[src/rtl/tlul_host_arb.sv]
// Two-host TL-UL arbiter in front of a single shared device, with in-order response routing.
// Define TLUL_HOST_ARB_RR_EN for round-robin arbitration; the default build uses fixed priority to host 0.
`timescale 1ns/1ps

package tlul_pkg;

    typedef struct packed {
        logic        a_valid;
        logic [2:0]  a_opcode;
        logic [2:0]  a_param;
        logic [1:0]  a_size;
        logic [7:0]  a_source;
        logic [31:0] a_address;
        logic [3:0]  a_mask;
        logic [31:0] a_data;
        logic        d_ready;
    } tl_h2d_t;

    typedef struct packed {
        logic        d_valid;
        logic [2:0]  d_opcode;
        logic [2:0]  d_param;
        logic [1:0]  d_size;
        logic [7:0]  d_source;
        logic        d_sink;
        logic [31:0] d_data;
        logic        d_error;
        logic        a_ready;
    } tl_d2h_t;

endpackage

// state       | meaning
// ARB_FREE    | no request held, winner picked fresh this cycle
// ARB_LOCK_H0 | host 0 presented a_valid without handshake, grant held
// ARB_LOCK_H1 | host 1 presented a_valid without handshake, grant held
module tlul_host_arb
    import tlul_pkg::*;
#(
    parameter int unsigned MaxOutstanding = 2
) (
    input  logic    clk_i,
    input  logic    rst_ni,
    input  tl_h2d_t tl_h0_i,
    output tl_d2h_t tl_h0_o,
    input  tl_h2d_t tl_h1_i,
    output tl_d2h_t tl_h1_o,
    output tl_h2d_t tl_d_o,
    input  tl_d2h_t tl_d_i,
    output logic    spurious_rsp_o
);

    localparam int unsigned PtrW = (MaxOutstanding > 1) ? $clog2(MaxOutstanding) : 1;
    localparam int unsigned CntW = $clog2(MaxOutstanding + 1);
    localparam logic [PtrW-1:0] PtrLast = PtrW'(MaxOutstanding - 1);
    localparam logic [CntW-1:0] CntFull = CntW'(MaxOutstanding);

    typedef enum logic [1:0] {
        ARB_FREE    = 2'd0,
        ARB_LOCK_H0 = 2'd1,
        ARB_LOCK_H1 = 2'd2
    } arb_state_e;

    arb_state_e state_q, state_d;

    logic [MaxOutstanding-1:0] id_mem;
    logic [PtrW-1:0]           wr_ptr, rd_ptr;
    logic [CntW-1:0]           count;

    logic full, empty, head_host;
    logic pick, grant, req_valid, dev_a_valid, a_ok;
    logic a_fire, d_fire, dev_d_ready;

    assign full      = (count == CntFull);
    assign empty     = (count == '0);
    assign head_host = id_mem[rd_ptr];

`ifdef TLUL_HOST_ARB_RR_EN
    logic prio_q;

    always_ff @(posedge clk_i or negedge rst_ni) begin
        if (!rst_ni) begin
            prio_q <= 1'b0;
        end else if (a_fire) begin
            prio_q <= ~grant;
        end
    end

    assign pick = tl_h1_i.a_valid & (~tl_h0_i.a_valid | prio_q);
`else
    assign pick = tl_h1_i.a_valid & ~tl_h0_i.a_valid;
`endif

    always_ff @(posedge clk_i or negedge rst_ni) begin
        if (!rst_ni) begin
            state_q <= ARB_FREE;
        end else begin
            state_q <= state_d;
        end
    end

    always_comb begin
        grant   = pick;
        state_d = ARB_FREE;
        unique case (state_q)
            ARB_LOCK_H0: grant = 1'b0;
            ARB_LOCK_H1: grant = 1'b1;
            default:     grant = pick;
        endcase
        req_valid   = grant ? tl_h1_i.a_valid : tl_h0_i.a_valid;
        // Reset gating keeps the device request quiet while rst_ni is held low.
        dev_a_valid = req_valid & ~full & rst_ni;
        a_fire      = dev_a_valid & tl_d_i.a_ready;
        if (dev_a_valid && !tl_d_i.a_ready) begin
            state_d = grant ? ARB_LOCK_H1 : ARB_LOCK_H0;
        end
    end

    assign a_ok        = tl_d_i.a_ready & ~full;
    assign dev_d_ready = empty ? 1'b1 : (head_host ? tl_h1_i.d_ready : tl_h0_i.d_ready);
    assign d_fire      = tl_d_i.d_valid & ~empty & dev_d_ready;

    always_comb begin
        tl_d_o         = grant ? tl_h1_i : tl_h0_i;
        tl_d_o.a_valid = dev_a_valid;
        tl_d_o.d_ready = dev_d_ready;

        tl_h0_o         = tl_d_i;
        tl_h0_o.a_ready = ~grant & a_ok;
        tl_h0_o.d_valid = tl_d_i.d_valid & ~empty & ~head_host;

        tl_h1_o         = tl_d_i;
        tl_h1_o.a_ready = grant & a_ok;
        tl_h1_o.d_valid = tl_d_i.d_valid & ~empty & head_host;
    end

    assign spurious_rsp_o = tl_d_i.d_valid & empty & rst_ni;

    // Response-routing FIFO: one host ID per accepted request, popped in order.
    always_ff @(posedge clk_i or negedge rst_ni) begin
        if (!rst_ni) begin
            id_mem <= '0;
            wr_ptr <= '0;
            rd_ptr <= '0;
            count  <= '0;
        end else begin
            if (a_fire) begin
                id_mem[wr_ptr] <= grant;
                wr_ptr         <= (wr_ptr == PtrLast) ? '0 : wr_ptr + PtrW'(1);
            end
            if (d_fire) begin
                rd_ptr <= (rd_ptr == PtrLast) ? '0 : rd_ptr + PtrW'(1);
            end
            unique case ({a_fire, d_fire})
                2'b10:   count <= count + CntW'(1);
                2'b01:   count <= count - CntW'(1);
                default: count <= count;
            endcase
        end
    end

endmodule

[config.mk]
export PLATFORM = sky130hd
export DESIGN_NAME = tlul_host_arb
export DESIGN_NICKNAME = d
export VERILOG_FILES = /design/src/rtl/tlul_host_arb.sv
export SDC_FILE = /design/constraint.sdc
export NUM_CORES = 1
export LEC_CHECK = 0
export BUFFER_PORTS_ARGS = -buffer_cell sky130_fd_sc_hd__buf_4
export CAP_MARGIN = 30
export CELL_PAD_IN_SITES_DETAIL_PLACEMENT = 0
export CELL_PAD_IN_SITES_GLOBAL_PLACEMENT = 2
export CORE_MARGIN = 10
export CORE_UTILIZATION = 10
export CTS_CLUSTER_DIAMETER = 120
export DETAILED_ROUTE_END_ITERATION = 8
export PLACE_DENSITY_LB_ADDON = 0.1
export SYNTH_ARGS = -nofsm -noshare
export SYNTH_HDL_FRONTEND = slang
export SYNTH_SLANG_ARGS = --single-unit
export TNS_END_PERCENT = 1
[constraint.sdc]
create_clock -name clk_i -period 2.4 [get_ports clk_i]
set_input_delay 0 -clock clk_i [delete_from_list [all_inputs] [get_ports clk_i]]
set_output_delay 0 -clock clk_i [all_outputs]
set_load 0.02 [all_outputs]
==> results of run 1 <==
==> layout by cell type (no fill, tap or decap), drive strengths merged, types with 2 or more instances in the layout <==
cell type and n:
o31ai 2, xor2 2, xnor2 3, nor2 3
ha 2, dfrtp 8, and3 2, mux2i 2
clkbuf 3, o21ai 4, inv 4, nand2 254
nor3 3, buf 269
==> state kept, by name (all words and copies together), names as in the netlist <==
name,count
count,2
id_mem,2
state_q,2
rd_ptr,1
wr_ptr,1
==> worst register-to-register path, stage by stage, from the launching register on <==
cell and delay [ns]:
dfrtp_1 0.35, inv_1 0.05, ha_1 0.16, mux2_2 0.36, o2111ai_2 0.32, ha_1 0.32, nor2_1 0.14, xor2_1 0.16
==> kinds of logic (layout without fill, tap and decap cells) <==
group / Yosys count / count (layout) / share of synthesized area (%)
fa+ha+maj: 2 / 2 / 1.110
flops: 8 / 8 / 8.879
simple gates: 264 / 264 / 44.56
compound gates: 11 / 11 / 3.829
buf+inv: 125 / 277 / 38.29
mux: 3 / 3 / 1.387
xor+xnor: 5 / 5 / 1.943
==> per-stage QoR <==
stage	instance area [µm²]	util, %	cells	power (W)	hold slack, ns
after floorplan	2255	-	418	0.001119	-0.2956
after global placement	3810	17.30	846	0.001543	-0.1569
after detailed placement	3810	17.30	846	0.001527	-0.1602
after CTS	3895	17.68	850	0.001814	0.0002111
after global routing	3895	17.68	850	0.001916	0.00004318
final	3895	17.68	850	0.001766	0.00001145
==> layer usage <==
layer,wire (µm),track usage [%],part of all wire [%]
met5,0,0,0
met4,350,2.899,2.7
met3,2028,4.928,16
met2,6364,14.64,50
met1,4087,6.692,32
==> final cells by class <==
cell class / instances / area share (%)
inverters: 4 / 0.3855
clock buffers: 3 / 1.927
flip-flops and latches: 8 / 5.140
well taps: 280 / 8.995
repair buffers: 270 / 52.75
multi-input cells: 285 / 30.81
==> power by group <==
part	switching [W]	internal, W
Clock	0.0000614	0.000214
Sequential	0.0000523	0.000190
Combinational	0.000665	0.000584
Total	0.000778	0.000988
==> repair_timing <==
action | 4_1_cts | 5_1_grt
hold endpoints to repair | 8 | 0
hold buffers | 1 | 0
setup buffers | 0 | 0
==> worst min path at each step <==
stage | start | to | depth (start not counted)
floorplan | rst_ni | count[0]$_DFFE_PN0P_ | 0
global placement | rst_ni | state_q[1]$_DFF_PN0_ | 1
detailed placement | rst_ni | state_q[1]$_DFF_PN0_ | 1
CTS | tl_d_i[15] | tl_h0_o[15] | 0
global route | tl_d_i[32] | tl_h0_o[32] | 0
finish | tl_d_i[26] | tl_h1_o[26] | 0
==> impl_metrics.prom, run 1 <==
# TYPE chip_impl_metric gauge
chip_impl_metric{name="synth-seq-cells",unit=""} 8
chip_impl_metric{name="core",unit="µm²"} 22030
chip_impl_metric{name="detailroute.via_count",unit=""} 2902
chip_impl_metric{name="synth-async-reset-ratio",unit="%"} 100.0
chip_impl_info{name="most_repeated_library_cell_on_the_critical_path",value="buf_4"} 1
chip_impl_info{name="worstPathCellList",value="inv_1 > ha_1 > nand2_1 > o22a_2 > buf_4 > and3_1 > buf_4"} 1
chip_impl_info{name="reg2reg_to",value="count[1]$_DFFE_PN0P_"} 1
chip_impl_metric{name="dieArea",unit="µm²"} 28950
chip_impl_metric{name="maxCapViolCount",unit=""} 0
chip_impl_metric{name="grt_start_max_net_pins",unit=""} 87
chip_impl_info{name="rsz_0062_raised_after_global_routing",value="no"} 1
chip_impl_metric{name="io_pins",unit=""} 417
chip_impl_metric{name="start_util",unit="%"} 10.24
chip_impl_metric{name="global_route_wire_length_before_repair",unit="µm"} 17940
chip_impl_metric{name="regToRegSetupSlack",unit="ns"} 0.46
chip_impl_info{name="worstSetupStartpoint",value="state_q[0]$_DFF_PN0_"} 1
chip_impl_metric{name="via_per_inst",unit=""} 3.414
chip_impl_metric{name="post-route-period-util",unit="%"} 85.48
chip_impl_metric{name="nets",unit=""} 800
chip_impl_metric{name="routabilityCongestion",unit=""} 0.6832
chip_impl_metric{name="first_pass_iteration_count_of_the_detailed_router",unit=""} 4
chip_impl_metric{name="routed_wl",unit="µm"} 12830
chip_impl_metric{name="synth_cells",unit=""} 418
chip_impl_metric{name="timing_worst_slew_pin_value",unit="ns"} 0.4168
chip_impl_metric{name="ys_warn_count",unit=""} 0
chip_impl_metric{name="post_layout_min_period",unit="ns"} 2.052
chip_impl_metric{name="multi_input_comb_area",unit="µm²"} 1200
chip_impl_metric{name="finalSetupViolations",unit=""} 0
chip_impl_info{name="r2r-start",value="state_q[0]$_DFF_PN0_"} 1
chip_impl_metric{name="postRouteAntennaNets",unit=""} 0
chip_impl_metric{name="antenna_found_initial",unit=""} 0
chip_impl_metric{name="port_buffers",unit=""} 266
chip_impl_metric{name="die_h",unit="µm"} 170.2
chip_impl_metric{name="route.detailed.wl_per_inst",unit="µm"} 15.09
chip_impl_metric{name="final_layout_size_suffix_gt1_share",unit="%"} 48.42
chip_impl_metric{name="via_count_of_the_first_global_routing_pass",unit=""} 3089
chip_impl_metric{name="cp_max_fo",unit=""} 36
chip_impl_metric{name="clock_insertion_delay_worst_skew",unit="ns"} 0.23
chip_impl_metric{name="placement.setup.worst_slack",unit="ns"} 0.4768
chip_impl_metric{name="cts-buffers-inserted",unit=""} 3
chip_impl_info{name="yosysMostFrequentCell",value="nand2_1"} 1
chip_impl_metric{name="grt_overflow",unit=""} 0
chip_impl_metric{name="cp_data_arrival_time",unit="ns"} 2.05
chip_impl_metric{name="finalMaxSlewViolations",unit=""} 0
chip_impl_info{name="crit_family",value="buffers and inverters"} 1
chip_impl_metric{name="drt_iter0_drc",unit=""} 54
chip_impl_metric{name="irDropWorstVdd",unit="µV"} 222.5
chip_impl_info{name="critical-path-slowest-cell",value="ha_1"} 1
chip_impl_metric{name="syn2layout_area_growth",unit="%"} 72.75
chip_impl_metric{name="globalRouteTotalUtil",unit="%"} 7.892
chip_impl_metric{name="power-per-cell-area",unit="nW/µm²"} 453.5
chip_impl_metric{name="totalNegativeSetupSlack",unit="ns"} 0
chip_impl_metric{name="cts_resized",unit=""} 0
chip_impl_info{name="cts_tree",value="done"} 1
chip_impl_metric{name="synth-edff-count",unit=""} 0
chip_impl_metric{name="cts.path.max_buffers",unit=""} 2
chip_impl_info{name="critPathCaptureType",value="output port"} 1
chip_impl_metric{name="detailedPlacementHpwl",unit="µm"} 10760
chip_impl_metric{name="timing.reg2reg.worst_path_depth",unit=""} 7
chip_impl_metric{name="critPathBufInv",unit=""} 3
chip_impl_metric{name="worst_slack",unit="ns"} 0.3484
chip_impl_metric{name="drcViolationCount",unit=""} 0
chip_impl_info{name="buffer_type_at_the_clock_tree_root",value="clkbuf_16"} 1
chip_impl_info{name="most_common_flop_cell_mapped_by_yosys",value="dfrtp_1"} 1
chip_impl_metric{name="syn-cell-area",unit="µm²"} 2255
chip_impl_metric{name="p_leak",unit="nW"} 2.285
chip_impl_metric{name="finalHoldViolCount",unit=""} 0
chip_impl_metric{name="htree_num_levels",unit=""} 1
chip_impl_metric{name="layout.area.seq",unit="µm²"} 200.2
chip_impl_info{name="synth_common_cells",value="254 x nand2_1, 102 x buf_4, 10 x clkbuf_1, 9 x buf_2, 8 x dfrtp_1"} 1
chip_impl_metric{name="clkTransAtPathRegs",unit="ns"} 0.04
chip_impl_metric{name="syn-num-nets",unit=""} 646
chip_impl_metric{name="finalClockSkew",unit="ns"} 0.002611
chip_impl_metric{name="slew-limit-headroom",unit="%"} 72.21
chip_impl_metric{name="crit_cells",unit=""} 7
chip_impl_metric{name="synth_top_area_share",unit="%"} 42.29
chip_impl_info{name="netlist.top_cell.by_area",value="nand2_1"} 1
chip_impl_metric{name="peak_freq",unit="GHz"} 0.4874
chip_impl_metric{name="max_stage_delay",unit="ns"} 0.38
chip_impl_info{name="critPathKind",value="reg -> out"} 1
chip_impl_info{name="crit_path_start_kind",value="register"} 1
chip_impl_info{name="endpoint",value="tl_h0_o[0]"} 1
chip_impl_info{name="outcome",value="completed"} 1
chip_impl_info{name="min_path_type",value="in -> out"} 1
chip_impl_metric{name="syn-mean-instance-area",unit="µm²"} 5.394
chip_impl_metric{name="crit_required",unit="ns"} 2.40
chip_impl_metric{name="num_rows",unit=""} 54
chip_impl_metric{name="yosysUniqueCellTypes",unit=""} 23
chip_impl_metric{name="insertedDiodeCount",unit=""} 0
chip_impl_metric{name="fill_cells",unit=""} 2572
chip_impl_metric{name="floorplan.die.width",unit="µm"} 170.2
chip_impl_info{name="synthTopCellsByArea",value="nand2_1 42%, buf_4 34%, dfrtp_1 8.9%, buf_2 2.0%, clkbuf_1 1.7%"} 1
chip_impl_metric{name="synth.yosys.seq_area_share",unit="%"} 8.879
chip_impl_metric{name="cts_sinks",unit=""} 8
No activity file was read; power rests on OpenSTA's default activity.
==> inputs of run 2 (changes only) <==
==> constraint.sdc (replaced) <==
create_clock -name clk_i -period 1.8 [get_ports clk_i]
set_input_delay 0 -clock clk_i [delete_from_list [all_inputs] [get_ports clk_i]]
set_output_delay 0 -clock clk_i [all_outputs]
set_load 0.02 [all_outputs]
==> impl_metrics.prom, run 2 (same netlist as run 1, synthesis figures left out) <==
# TYPE chip_impl_metric gauge
chip_impl_info{name="outcome",value="complete, but fails checks"} 1
chip_impl_info{name="failed_checks",value="setup timing"} 1
chip_impl_metric{name="critPathBufInv",unit=""} 4
chip_impl_metric{name="routabilityCongestion",unit=""} 0.6850
chip_impl_metric{name="route.detailed.wl_per_inst",unit="µm"} 16.43
chip_impl_metric{name="finalMaxSlewViolations",unit=""} 0
chip_impl_metric{name="cts-buffers-inserted",unit=""} 3
chip_impl_info{name="layout.cells.most_common",value="nand2_1"} 1
chip_impl_metric{name="max_stage_delay",unit="ns"} 0.39
chip_impl_info{name="worstSetupStartpoint",value="state_q[1]$_DFF_PN0_"} 1
chip_impl_metric{name="postLayoutCoreUtil",unit="%"} 20.23
chip_impl_metric{name="detailroute.via_count",unit=""} 2992
chip_impl_metric{name="finalClockSkew",unit="ns"} 0.001829
chip_impl_info{name="cts_tree",value="done"} 1
chip_impl_metric{name="p_leak",unit="nW"} 2.475
chip_impl_metric{name="insertedDiodeCount",unit=""} 0
chip_impl_info{name="buffer_type_at_the_clock_tree_root",value="clkbuf_16"} 1
chip_impl_info{name="critPathKind",value="reg -> out"} 1
chip_impl_metric{name="antenna_found_initial",unit=""} 0
chip_impl_metric{name="slew-limit-headroom",unit="%"} 79.60
chip_impl_metric{name="cp_max_fo",unit=""} 13
chip_impl_info{name="min_path_type",value="in -> out"} 1
chip_impl_metric{name="hold-worst-slack",unit="ns"} 0.00001145
chip_impl_metric{name="via_count_of_the_first_global_routing_pass",unit=""} 3362
chip_impl_metric{name="clkTransAtPathRegs",unit="ns"} 0.04
chip_impl_metric{name="first_pass_iteration_count_of_the_detailed_router",unit=""} 4
chip_impl_metric{name="cp_data_arrival_time",unit="ns"} 1.81
chip_impl_metric{name="post_layout_min_period",unit="ns"} 1.815
chip_impl_metric{name="power-per-cell-area",unit="nW/µm²"} 605.8
chip_impl_info{name="worstPathCellList",value="ha_4 > nand2_4 > o22ai_4 > buf_12 > buf_12 > buf_16 > nand2_1 > nand2_1 > buf_6"} 1
chip_impl_info{name="critical-path-slowest-cell",value="dfrtp_1"} 1
chip_impl_info{name="top_regs",value="count: 2 flops, id_mem: 2 flops, state_q: 2 flops"} 1
chip_impl_metric{name="cts_sinks",unit=""} 8
chip_impl_metric{name="placement.setup.worst_slack",unit="ns"} 0.007358
chip_impl_info{name="hold_path_startpoint",value="tl_d_i[26]"} 1
chip_impl_metric{name="worst_slack",unit="ns"} -0.01475
chip_impl_metric{name="cts.path.max_buffers",unit=""} 2
chip_impl_metric{name="io_pins",unit=""} 417
chip_impl_metric{name="final_layout_size_suffix_gt1_share",unit="%"} 52.92
chip_impl_metric{name="floorplan.die.width",unit="µm"} 170.2
chip_impl_metric{name="nets",unit=""} 812
chip_impl_metric{name="start_util",unit="%"} 10.24
chip_impl_metric{name="globalRouteTotalUtil",unit="%"} 9.069
chip_impl_metric{name="drt_iter0_drc",unit=""} 54
chip_impl_info{name="commonest_non_fill_non_tap_cells_in_the_layout",value="238 x nand2_1, 205 x buf_4, 66 x buf_6, 15 x nand2_2, 8 x dfrtp_1"} 1
chip_impl_info{name="rsz_0062_raised_after_global_routing",value="yes"} 1
chip_impl_metric{name="htree_num_levels",unit=""} 1
chip_impl_metric{name="drcViolationCount",unit=""} 0
chip_impl_metric{name="core",unit="µm²"} 22030
chip_impl_metric{name="maxCapViolCount",unit=""} 0
chip_impl_metric{name="die_h",unit="µm"} 170.2
chip_impl_metric{name="peak_freq",unit="GHz"} 0.5510
chip_impl_metric{name="via_per_inst",unit=""} 3.471
chip_impl_metric{name="detailedPlacementHpwl",unit="µm"} 10980
chip_impl_metric{name="num_rows",unit=""} 54
chip_impl_metric{name="grt_overflow",unit=""} 0
chip_impl_info{name="r2r-start",value="state_q[0]$_DFF_PN0_"} 1
chip_impl_info{name="crit_family",value="buffers and inverters"} 1
chip_impl_metric{name="dieArea",unit="µm²"} 28950
chip_impl_metric{name="place.detailed.instances",unit=""} 850
chip_impl_metric{name="grt_start_max_net_pins",unit=""} 34
chip_impl_metric{name="finalSetupViolations",unit=""} 25
chip_impl_metric{name="irDropWorstVdd",unit="µV"} 232.8
chip_impl_metric{name="global_route_wire_length_before_repair",unit="µm"} 20310
chip_impl_metric{name="finalNonFillerCells",unit=""} 862
chip_impl_metric{name="finalHoldViolCount",unit=""} 0
chip_impl_metric{name="port_buffers",unit=""} 266
chip_impl_metric{name="post-route-period-util",unit="%"} 100.8
chip_impl_metric{name="timing_worst_slew_pin_value",unit="ns"} 0.3028
chip_impl_metric{name="clock_insertion_delay_worst_skew",unit="ns"} 0.23
chip_impl_metric{name="crit_required",unit="ns"} 1.80
chip_impl_metric{name="syn2layout_area_growth",unit="%"} 97.67
chip_impl_metric{name="routed_wl",unit="µm"} 14160
chip_impl_metric{name="postRouteAntennaNets",unit=""} 0
chip_impl_info{name="crit_path_start_kind",value="register"} 1
chip_impl_info{name="critPathCaptureType",value="output port"} 1
## run 2: cell count changes in the layout (fill, tap and decap cells not counted), sizes merged
cell / previous run / this run
buf: 269 / 281
## run 2: cell type report
type | instances | area [µm²]
well taps | 280 | 350.3
flip-flops and latches | 8 | 200.2
clock buffers | 3 | 75.07
fillers | 2581 | 17570
repair buffers | 282 | 2537
multi-input cells | 285 | 1279
inverters | 4 | 15.01
## run 2: layer usage
metal  GRT usage (%)  up-vias  wire (µm)
li1                -     1493          -
met1           8.318     1266       4635
met2           16.79      198       7198
met3           5.113       35       1995
met4           2.555        0        333
met5               0        -          0
## run 2: metrics by stage
stage | total power, W | instance area, µm² | setup TNS, ns
final | 0.002700 | 4457 | -0.2010
after global routing | 0.002926 | 4457 | -6.065
after CTS | 0.002715 | 4345 | -1.091
after detailed placement | 0.002085 | 3865 | 0
after global placement | 0.002097 | 3865 | 0
after floorplan | 0.001491 | 2255 | 0
## run 2: final timing paths
kind,endpoint,slack (ns),cells after the start
max,tl_d_o[10],-0.01,9
min,tl_h1_o[26],0.00001,0
max reg2reg,count[1]$_DFFE_PN0P_,0.02,7
min reg2reg,rd_ptr$_DFFE_PN0P_,0.50,1
max in group asynchronous,wr_ptr$_DFFE_PN0N_,1.52,2
min in group asynchronous,count[1]$_DFFE_PN0P_,0.14,2
## run 2: worst reg2reg max path, stage by stage, from the launching register on
cell and delay [ns]:
dfrtp_1 0.35, inv_1 0.09, ha_4 0.14, mux2_2 0.34, o2111ai_2 0.20, ha_1 0.28, nor2_1 0.14, xor2_1 0.15
## run 2: timing repair
item,CTS,global route
pin swaps,31,25
gates resized for setup,62,33
hold buffers,1,0
hold endpoints to repair,8,0
setup endpoints to repair,87,87
gates cloned,4,0
buffers inserted,4,0
## run 2: power by group
part	switching [W]	internal [W]
clock network	0.0000827	0.000286
logic	0.000984	0.00103
registers	0.0000641	0.000253
total	0.00113	0.00157
